[src/rtl/volume_meter.sv]
// volume_meter: windowed peak detector driving a 16-segment thermometer bar.
// Each window of WINDOW samples is reduced to its peak; the peak above
// BASELINE is mapped to a level 0..16 and published for one cycle.
// Optional build macro VOLUME_METER_PEAK_HOLD_EN: the bar falls by at most
// one segment per window and rises instantly.
module volume_meter #(
  parameter int WINDOW   = 4000,
  parameter int BASELINE = 2048
) (
  input  logic        CLOCK,
  input  logic        RESET_N,
  input  logic [11:0] mic_in,
  input  logic        sample_valid,
  output logic [15:0] led_out,
  output logic [4:0]  level,
  output logic        level_valid
);

  localparam logic [15:0] LP_LAST = 16'(WINDOW - 1);
  localparam logic [11:0] LP_BASE = 12'(BASELINE);
  localparam bit          LP_W1   = (WINDOW == 1);

  typedef enum logic {
    ST_ACCUM  = 1'b0,
    ST_UPDATE = 1'b1
  } state_t;

  state_t      r_state;
  logic [15:0] r_cnt;
  logic [11:0] r_peak;
  logic [15:0] r_led;
  logic [4:0]  r_level;
  logic        r_level_valid;

  logic [11:0] w_diff;
  logic [10:0] w_amp;
  logic [4:0]  w_n;
  logic [4:0]  w_pub;
  logic [15:0] w_led;

  assign led_out     = r_led;
  assign level       = r_level;
  assign level_valid = r_level_valid;

  // Amplitude above the midpoint, clamped to 11 bits, and its raw level.
  always_comb begin
    w_diff = 12'd0;
    if (r_peak > LP_BASE) w_diff = r_peak - LP_BASE;
    w_amp = w_diff[11] ? 11'h7FF : w_diff[10:0];
    w_n   = (w_amp == 11'd0) ? 5'd0 : ({1'b0, w_amp[10:7]} + 5'd1);
  end

`ifdef VOLUME_METER_PEAK_HOLD_EN
  logic [4:0] w_dec;

  // Decay-limited level: never drop more than one segment per window.
  always_comb begin
    w_dec = (r_level == 5'd0) ? 5'd0 : (r_level - 5'd1);
    w_pub = (w_n > w_dec) ? w_n : w_dec;
  end
`else
  // Publish the raw window level directly.
  always_comb begin
    w_pub = w_n;
  end
`endif

  // Thermometer code: segment k lit iff k < level.
  always_comb begin
    w_led = 16'h0000;
    for (int k = 0; k < 16; k++) begin
      w_led[k] = (5'(k) < w_pub);
    end
  end

  // Window FSM: accumulate peak over WINDOW samples, then one publish cycle.
  always_ff @(posedge CLOCK or negedge RESET_N) begin
    if (!RESET_N) begin
      r_state       <= ST_ACCUM;
      r_cnt         <= 16'd0;
      r_peak        <= 12'd0;
      r_led         <= 16'h0000;
      r_level       <= 5'd0;
      r_level_valid <= 1'b0;
    end else begin
      case (r_state)
        ST_ACCUM: begin
          r_level_valid <= 1'b0;
          if (sample_valid) begin
            if (mic_in > r_peak) r_peak <= mic_in;
            if (r_cnt == LP_LAST) begin
              r_cnt   <= 16'd0;
              r_state <= ST_UPDATE;
            end else begin
              r_cnt <= r_cnt + 16'd1;
            end
          end
        end
        ST_UPDATE: begin
          r_led         <= w_led;
          r_level       <= w_pub;
          r_level_valid <= 1'b1;
          if (sample_valid) begin
            // Sample arriving now opens the next window. With a one-sample
            // window it already completes that window, so publish it next.
            r_peak <= mic_in;
            if (LP_W1) begin
              r_cnt   <= 16'd0;
              r_state <= ST_UPDATE;
            end else begin
              r_cnt   <= 16'd1;
              r_state <= ST_ACCUM;
            end
          end else begin
            r_peak  <= 12'd0;
            r_cnt   <= 16'd0;
            r_state <= ST_ACCUM;
          end
        end
        default: begin
          r_state <= ST_ACCUM;
        end
      endcase
    end
  end

endmodule

[config.mk]
export PLATFORM = sky130hd
export DESIGN_NAME = volume_meter
export DESIGN_NICKNAME = d
export VERILOG_FILES = /design/src/rtl/volume_meter.sv
export SDC_FILE = /design/constraint.sdc
export NUM_CORES = 1
export LEC_CHECK = 0
export CAP_MARGIN = 15
export CORE_ASPECT_RATIO = 2
export CORE_MARGIN = 1.5
export CORE_UTILIZATION = 33
export CTS_CLUSTER_SIZE = 25
export DETAILED_ROUTE_END_ITERATION = 12
export MAX_ROUTING_LAYER = met4
export PLACE_DENSITY_LB_ADDON = 0.3
export SKIP_LAST_GASP = 1
export SLEW_MARGIN = 20
export SYNTH_ARGS = -nofsm -noshare
export SYNTH_HDL_FRONTEND = slang
export SYNTH_SLANG_ARGS = --single-unit
[constraint.sdc]
create_clock -name CLOCK -period 1.9 [get_ports CLOCK]
set_input_delay 0.38 -clock CLOCK [delete_from_list [all_inputs] [get_ports CLOCK]]
set_output_delay 0.38 -clock CLOCK [all_outputs]
set_load 0.005 [all_outputs]
==> tab_implementation.tex, run 1 <==
\begin{tabular}{lr}
\hline
Metric & Value \\
\hline
\multicolumn{2}{l}{\textbf{Final layout}} \\
Growth of design area from synthesis to finish & 50.2\% \\
Number of filler instances in the final layout & between 700 and 800 \\
Register area & 1250 um\^{}2 \\
Utilization of the core after routing & approximately half \\
Finished layout cell area & about 4000 um\^{}2 \\
Most common cell after layout, fill and taps aside & buf\_4 \\
Commonest cells after routing, fill and taps aside & buf\_4, dfrtp\_1, nor2\_1 \\
Count of inserted antenna diode cells & 0 \\
Share of cells above drive strength 1 & around 30\% \\
Multi-input gate area in the final layout & $\sim$1500 um\^{}2 \\
Number of nets in the final layout & 390 \\
\multicolumn{2}{l}{\textbf{Clocking}} \\
\# clock sinks & 50 \\
Latest clock arrival within the worst-skew pair & around 290 ps \\
Clock transition time at the flip-flop clock pins of the worst setup and hold paths & roughly 60 ps \\
Buffer cell driving the clock tree root & clkbuf\_16 \\
Clock tree from TritonCTS & yes \\
Maximum buffer depth of the clock tree & 2 \\
Number of H-tree levels & 2 \\
Quantity of hold-fixing buffers added after cts & 0 \\
Inserted Clock Buffers & 5 \\
\multicolumn{2}{l}{\textbf{Route}} \\
Met2 Wirelength & between 4000 and 5000 um \\
Iter 0 DRT Violations & between 80 and 90 \\
\# DRC & 0 \\
Routed metal-1 wirelength & about 2400 um \\
Vias/cell & between 5 and 6 \\
Detailed-routed wire length on met3 & about 150 um \\
Per-cell routed wire length & between 15 and 20 um \\
Router iterations before antenna repair & 5 \\
Total vias in the final route & 2,394 \\
Number of nets with antenna violations after detailed routing & 0 \\
Final wirelength & between 6000 and 7000 um \\
Highest metal used & met4 \\
\multicolumn{2}{l}{\textbf{GRT}} \\
Leftover overflow at the end of global routing & 0 \\
Antenna violations before repair & 0 \\
Global-route wire length before repair & about 11,000 um \\
Vias in the first global route & between 2,000 and 2,500 \\
GRT Total Usage & roughly 17\% \\
Maximum number of pins on one net before global-route repair & 51 \\
\multicolumn{2}{l}{\textbf{Floorplanning}} \\
Core ar. & around 7600 um\^{}2 \\
Die W & between 60 and 70 um \\
Die area & 8480 um\^{}2 \\
Ports & 37 \\
Effective utilization at floorplan & about a third \\
Cell row count & 45 \\
Vertical die dimension & 129 um \\
\multicolumn{2}{l}{\textbf{Logic synthesis}} \\
Most instantiated flip-flop cell in the synthesis netlist & dfrtp\_1 \\
Syn Nets & slightly below 300 \\
Number of distinct library cells after synthesis & 45 \\
Count of state elements after synthesis & 50 \\
Synth Area per Inst & approximately 10 um\^{}2 \\
Synth warn & 0 \\
Post-synthesis instance area & between 2000 and 3000 um\^{}2 \\
Fraction of registers with async set/reset & 100\% \\
EDFF count, synth & 0 \\
Gate count of the mapped netlist & 265 \\
Sequential fraction of the synthesis area & 48.0\% \\
\multicolumn{2}{l}{\textbf{Setup path}} \\
Kind of capture point of the worst setup path & flop \\
Worst path slowest cell & dfrtp\_1 \\
Classification of the worst setup path & reg -> reg \\
Largest fanout of any net on the critical path & 6 \\
Critical path launch point type & flop \\
Number of buffers and inverters on the critical path & 3 \\
Stage delay of the slowest cell on the critical path & 370 ps \\
Cell repeated most along the worst path & buf\_4 \\
Ordered list of cells on the worst path & inv\_1 > ha\_4 > buf\_4 > o211ai\_1 > a211o\_1 > buf\_4 > a41o\_4 > a32o\_1 \\
Critical path required time & 2070 ps \\
Top Family by Delay on Critical Path & compound AO/OA/AOI/OAI gates \\
Data arrival time of the critical path & approximately 2200 ps \\
\multicolumn{2}{l}{\textbf{STA}} \\
Setup repair after global routing missed its margin & true \\
Final worst-path cycle share & 105\% \\
Setup violation total in the final timing report & 12 \\
Final critical-path setup slack & -86.5 ps \\
Max-slew headroom & 76.3\% \\
Clock Skews & 2.92 ps \\
Maximum clock rate & 503 MHz \\
Actual slew at the worst max-slew pin & roughly 350 ps \\
Post-layout minimum cycle time & 1990 ps \\
Endpoints failing hold & 0 \\
Fin. max-slew vios & 0 \\
\multicolumn{2}{l}{\textbf{Placed design}} \\
Placed standard-cell area & around 3400 um\^{}2 \\
Half-perimeter wire length of the detailed placement result & $\sim$4700 um \\
Port Buffer Count & 36 \\
Gp weighted congestion & 0.817 \\
\multicolumn{2}{l}{\textbf{Pwr}} \\
Pwr per Cell Area & 1140 nW/um\^{}2 \\
Pwr Total & between 0.004 and 0.005 W \\
IR drop worst, VDD & around 800 uV \\
Leakage power of the design & approximately 1.8 nW \\
\multicolumn{2}{l}{\textbf{Job}} \\
Max-cap violations & 0 \\
\multicolumn{2}{l}{\textbf{Outcome}} \\
Run status & finished with violations \\
Failing checks & negative setup slack \\
\multicolumn{2}{l}{\textbf{Min path}} \\
Path class of the lowest-slack min-delay path & in -> async \\
\hline
\end{tabular}
registers in the layout (all words and copies together), names as in the netlist:
register / count
level_valid: 1
level: 4
r_peak: 12
r_state: 1
r_cnt: 16
led_out: 16
synth_stat cells (all sizes together), types with 6 or more instances:
cell	count	share of area, %
nor4	6	1.7
a32o	12	4.6
nor2	25	3.6
dfrtp	50	48
nand4	8	1.9
o21ai	15	2.9
a21oi	15	2.9
nand3	11	2.3
clkbuf	6	0.86
nand2	18	2.6
inv	20	2.9
ha	14	6.7
xor2	7	2.4
what timing repair did:
item                       4_1_cts  5_1_grt
pin swaps                       16       22
cloned                           2        1
setup endpoints to repair       13       24
setup buffers                    1       14
resized for setup               26       28
stage by stage:
step / setup WS (ps) / setup TNS, ps / hold WS [ps] / instances
finish: -86.5 / -969 / 78.5 / 455
global route: -114 / -1310 / 102 / 455
CTS: -51.4 / -564 / 84.9 / 440
detailed placement: -642 / -8670 / 389 / 430
global placement: -613 / -8080 / 388 / 430
floorplan: -31.8 / -318 / 84.4 / 265
area by class of cell:
cell class	instances	area share, %
inverter	20	1.92
clock buffer	6	3.54
clock inverter	1	0.766
sequential	50	31.9
multi-input combinational	186	37.3
tap	94	3.00
timing repair buffer	98	21.6
layer usage:
layer	track usage, %	vias up
met4	9.56	0
li1	-	1152
met2	31.7	55
met3	2.53	19
met5	-	-
met1	16.7	1168
path summary, 6_finish.rpt:
| path | start | slack, ps | depth (start not counted) | to |
|---|---|---|---|---|
| worst min-delay path | RESET_N | 80 | 2 | led_out[7] |
| worst max-delay path | r_peak[3] | -90 | 8 | r_peak[4] |
| worst min register to register | led_out[11] | 490 | 1 | led_out[11] |
| min in group CLOCK | led_out[11] | 490 | 1 | led_out[11] |
| worst max register to register | r_peak[3] | -90 | 8 | r_peak[4] |
| max in group asynchronous | RESET_N | 1600 | 2 | r_cnt[6] |
worst reg2reg max path: cells and delay by family, from the launching register on:
family | cells | cell delay [ps]
AO/OA/AOI/OAI | 4 | 920
adder cells (fa/ha/maj) | 1 | 260
buffers and inverters | 3 | 340
flip-flops | 1 | 370
cells by family after synthesis:
family	after synthesis	share of synthesized area (%)
simple gates	92	18.4
flops	50	48.0
compound gates	64	17.3
xor+xnor	12	4.03
mux	2	0.863
fa+ha+maj	14	6.71
buf+inv	31	4.75
where the power goes:
part / total, W / internal, W / switching [W]
logic: 0.00205 / 0.00107 / 0.000982
registers: 0.00140 / 0.00125 / 0.000145
clock network: 0.00102 / 0.000650 / 0.000373
total: 0.00447 / 0.00297 / 0.00150
Power figures use the tool's default switching activity.
==> run 2: changes to the inputs <==
SLEW_MARGIN = 10   (was 20)
clock period = 1.95 ns   (was 1.9 ns; I/O delays follow)
==> tab_implementation.tex, run 2 (same netlist as run 1, synthesis figures left out) <==
\begin{tabular}{lr}
\hline
Metric & Value \\
\hline
\multicolumn{2}{l}{\textbf{Final layout}} \\
Finished layout cell area & 3660 um\^{}2 (-6.5\%) \\
Commonest cells after routing, fill and taps aside & dfrtp\_1, buf\_4, nor2\_1 \\
Utilization of the core after routing & 48.2\% (-3.4 points) \\
Number of nets in the final layout & 369 (-5.4\%) \\
Growth of design area from synthesis to finish & 40.4\% \\
Count of inserted antenna diode cells & 0 (unchanged) \\
Share of cells above drive strength 1 & 22.4\% (-7.3 points) \\
Most common cell after layout, fill and taps aside & dfrtp\_1 \\
\multicolumn{2}{l}{\textbf{Floorplanning}} \\
Vertical die dimension & 129 um (unchanged) \\
Die W & 65.9 um (unchanged) \\
Effective utilization at floorplan & 34.3\% (unchanged) \\
Ports & 37 (unchanged) \\
Die area & 8480 um\^{}2 (unchanged) \\
Core ar. & 7600 um\^{}2 (unchanged) \\
Cell row count & 45 (unchanged) \\
\multicolumn{2}{l}{\textbf{STA}} \\
Endpoints failing hold & 0 (unchanged) \\
Setup violation total in the final timing report & 5 (-7) \\
Clock Skews & 5.07 ps (+2.15 ps) \\
Max-slew headroom & 63.8\% (-13 points) \\
Fin. max-slew vios & 0 (unchanged) \\
Setup repair after global routing missed its margin & true \\
Final worst-path cycle share & 101\% (-3.7 points) \\
Actual slew at the worst max-slew pin & 544 ps (+192 ps) \\
Post-layout minimum cycle time & 1970 ps (-20.6 ps) \\
Maximum clock rate & 509 MHz (+1.0\%) \\
Final critical-path setup slack & -15.9 ps (+70.6 ps) \\
\multicolumn{2}{l}{\textbf{GRT}} \\
Vias in the first global route & 2,335 (-3.7\%) \\
Maximum number of pins on one net before global-route repair & 35 (-31\%) \\
Antenna violations before repair & 0 (unchanged) \\
Leftover overflow at the end of global routing & 0 (unchanged) \\
Global-route wire length before repair & 10,900 um (-1.6\%) \\
GRT Total Usage & 17.2\% (-0.089 points) \\
\multicolumn{2}{l}{\textbf{Outcome}} \\
Failing checks & negative setup slack \\
Run status & finished with violations \\
\multicolumn{2}{l}{\textbf{Setup path}} \\
Reg-to-reg setup timing slack & -20 ps (+70 ps) \\
Worst-case reg-to-reg path depth & 7 (-1) \\
Largest fanout of any net on the critical path & 6 (unchanged) \\
Classification of the worst setup path & reg -> reg \\
Origin of the worst setup path & r\_peak[1] \\
Kind of capture point of the worst setup path & flop \\
Critical R2R Launch & r\_peak[1] \\
Stage delay of the slowest cell on the critical path & 430 ps (+60 ps) \\
Critical path required time & 2130 ps (+60 ps) \\
Ordered list of cells on the worst path & inv\_2 > ha\_4 > buf\_6 > nand4\_1 > or3\_4 > o21a\_4 > a32o\_1 \\
Data arrival time of the critical path & 2150 ps (about the same) \\
Critical path launch point type & flop \\
Capture point of the worst reg-to-reg path & r\_peak[0] \\
Worst path slowest cell & or3\_4 \\
\multicolumn{2}{l}{\textbf{Clocking}} \\
Clock transition time at the flip-flop clock pins of the worst setup and hold paths & 70 ps (about the same) \\
Inserted Clock Buffers & 5 (unchanged) \\
Latest clock arrival within the worst-skew pair & 290 ps (about the same) \\
Clock tree from TritonCTS & yes \\
Number of H-tree levels & 2 (unchanged) \\
Maximum buffer depth of the clock tree & 2 (unchanged) \\
Quantity of hold-fixing buffers added after cts & 0 (unchanged) \\
Buffer cell driving the clock tree root & clkbuf\_16 \\
\# clock sinks & 50 (unchanged) \\
\multicolumn{2}{l}{\textbf{Pwr}} \\
Leakage power of the design & 1.64 nW (-6.5\%) \\
Pwr per Cell Area & 1110 nW/um\^{}2 (-2.7\%) \\
IR drop worst, VDD & 558 uV (-30\%) \\
\multicolumn{2}{l}{\textbf{Placed design}} \\
Half-perimeter wire length of the detailed placement result & 4670 um (+0.17\%) \\
Port Buffer Count & 36 (unchanged) \\
Placed standard-cell area & 3350 um\^{}2 (-2.0\%) \\
Gp weighted congestion & 0.820 (+0.40\%) \\
\multicolumn{2}{l}{\textbf{Route}} \\
Iter 0 DRT Violations & 110 (+33\%) \\
\# DRC & 0 (unchanged) \\
Vias/cell & 5.28 (+0.28\%) \\
Total vias in the final route & 2,290 (-4.3\%) \\
Final wirelength & 6490 um (-5.5\%) \\
Per-cell routed wire length & 14.9 um (-0.93\%) \\
Router iterations before antenna repair & 4 (-1) \\
Number of nets with antenna violations after detailed routing & 0 (unchanged) \\
\multicolumn{2}{l}{\textbf{Min path}} \\
Path class of the lowest-slack min-delay path & in -> async \\
\multicolumn{2}{l}{\textbf{Job}} \\
Max-cap violations & 0 (unchanged) \\
\hline
\end{tabular}
run 2: cell types whose count changed in the layout (fill, tap and decap cells not counted), moves of 2 or more:
cell / delta
o21ai_0: +3
o21ai_1: -3
ha_4: -2
ha_1: +3
a21oi_1: +3
a21oi_2: -2
buf_4: -18
run 2: worst max-delay path by stage:
stage,endpoint,slack (ps)
floorplan,r_peak[7],7
finish,r_peak[0],-20
global placement,r_peak[10],-570
detailed placement,r_peak[5],-620
global route,r_peak[9],-60
CTS,r_peak[11],-40
run 2: final cells by class:
class / count / area (um^2)
clock inverters: 1 / 30.0
repair buffers: 78 / 679
flip-flops and latches: 50 / 1250
multi-input cells: 185 / 1370
well taps: 94 / 118
fillers: 733 / 3940
clock buffers: 6 / 139
inverters: 20 / 75.1
run 2: metal layers:
| metal | track usage (%) | up-vias | part of all wire, % |
|---|---|---|---|
| li1 | - | 1112 | - |
| met1 | 17.6 | 1107 | 38 |
| met2 | 31.0 | 59 | 56 |
| met3 | 2.53 | 12 | 2.7 |
| met4 | 8.46 | 0 | 3.1 |
| met5 | - | - | 0 |
run 2: where the power goes:
part	internal [W]	switching, W
clock	0.000633	0.000374
combinational	0.000843	0.000850
sequential	0.00122	0.000148
total	0.00270	0.00137
run 2: critical path, delay by kind of cell (launching register included):
kind / cells / cell delay, ps
and+or+nand+nor: 2 / 570
AOI/OAI and AO/OA: 2 / 520
DFF: 1 / 370
adders and majority gates: 1 / 260
buffers and inverters: 2 / 130
run 2: repair_timing:
action	4_1_cts	5_1_grt
gates resized for setup	24	11
endpoints found under the setup margin	12	19
cloned	2	0
pin swaps	26	9
buffers inserted	2	2
run 2: per-stage QoR:
step                      instances  TNS [ps]  power [W]  setup slack (ps)  hold WS, ps
after floorplan                 265         0    0.00221              7.08         94.4
after global placement          421     -7260    0.00280              -572          393
after CTS                       432      -175    0.00399             -41.2         79.4
after global routing            434      -572    0.00432             -55.5         99.6
after detailed placement        421     -7770    0.00284              -621          391
final                           434     -60.1    0.00407             -15.9         82.4
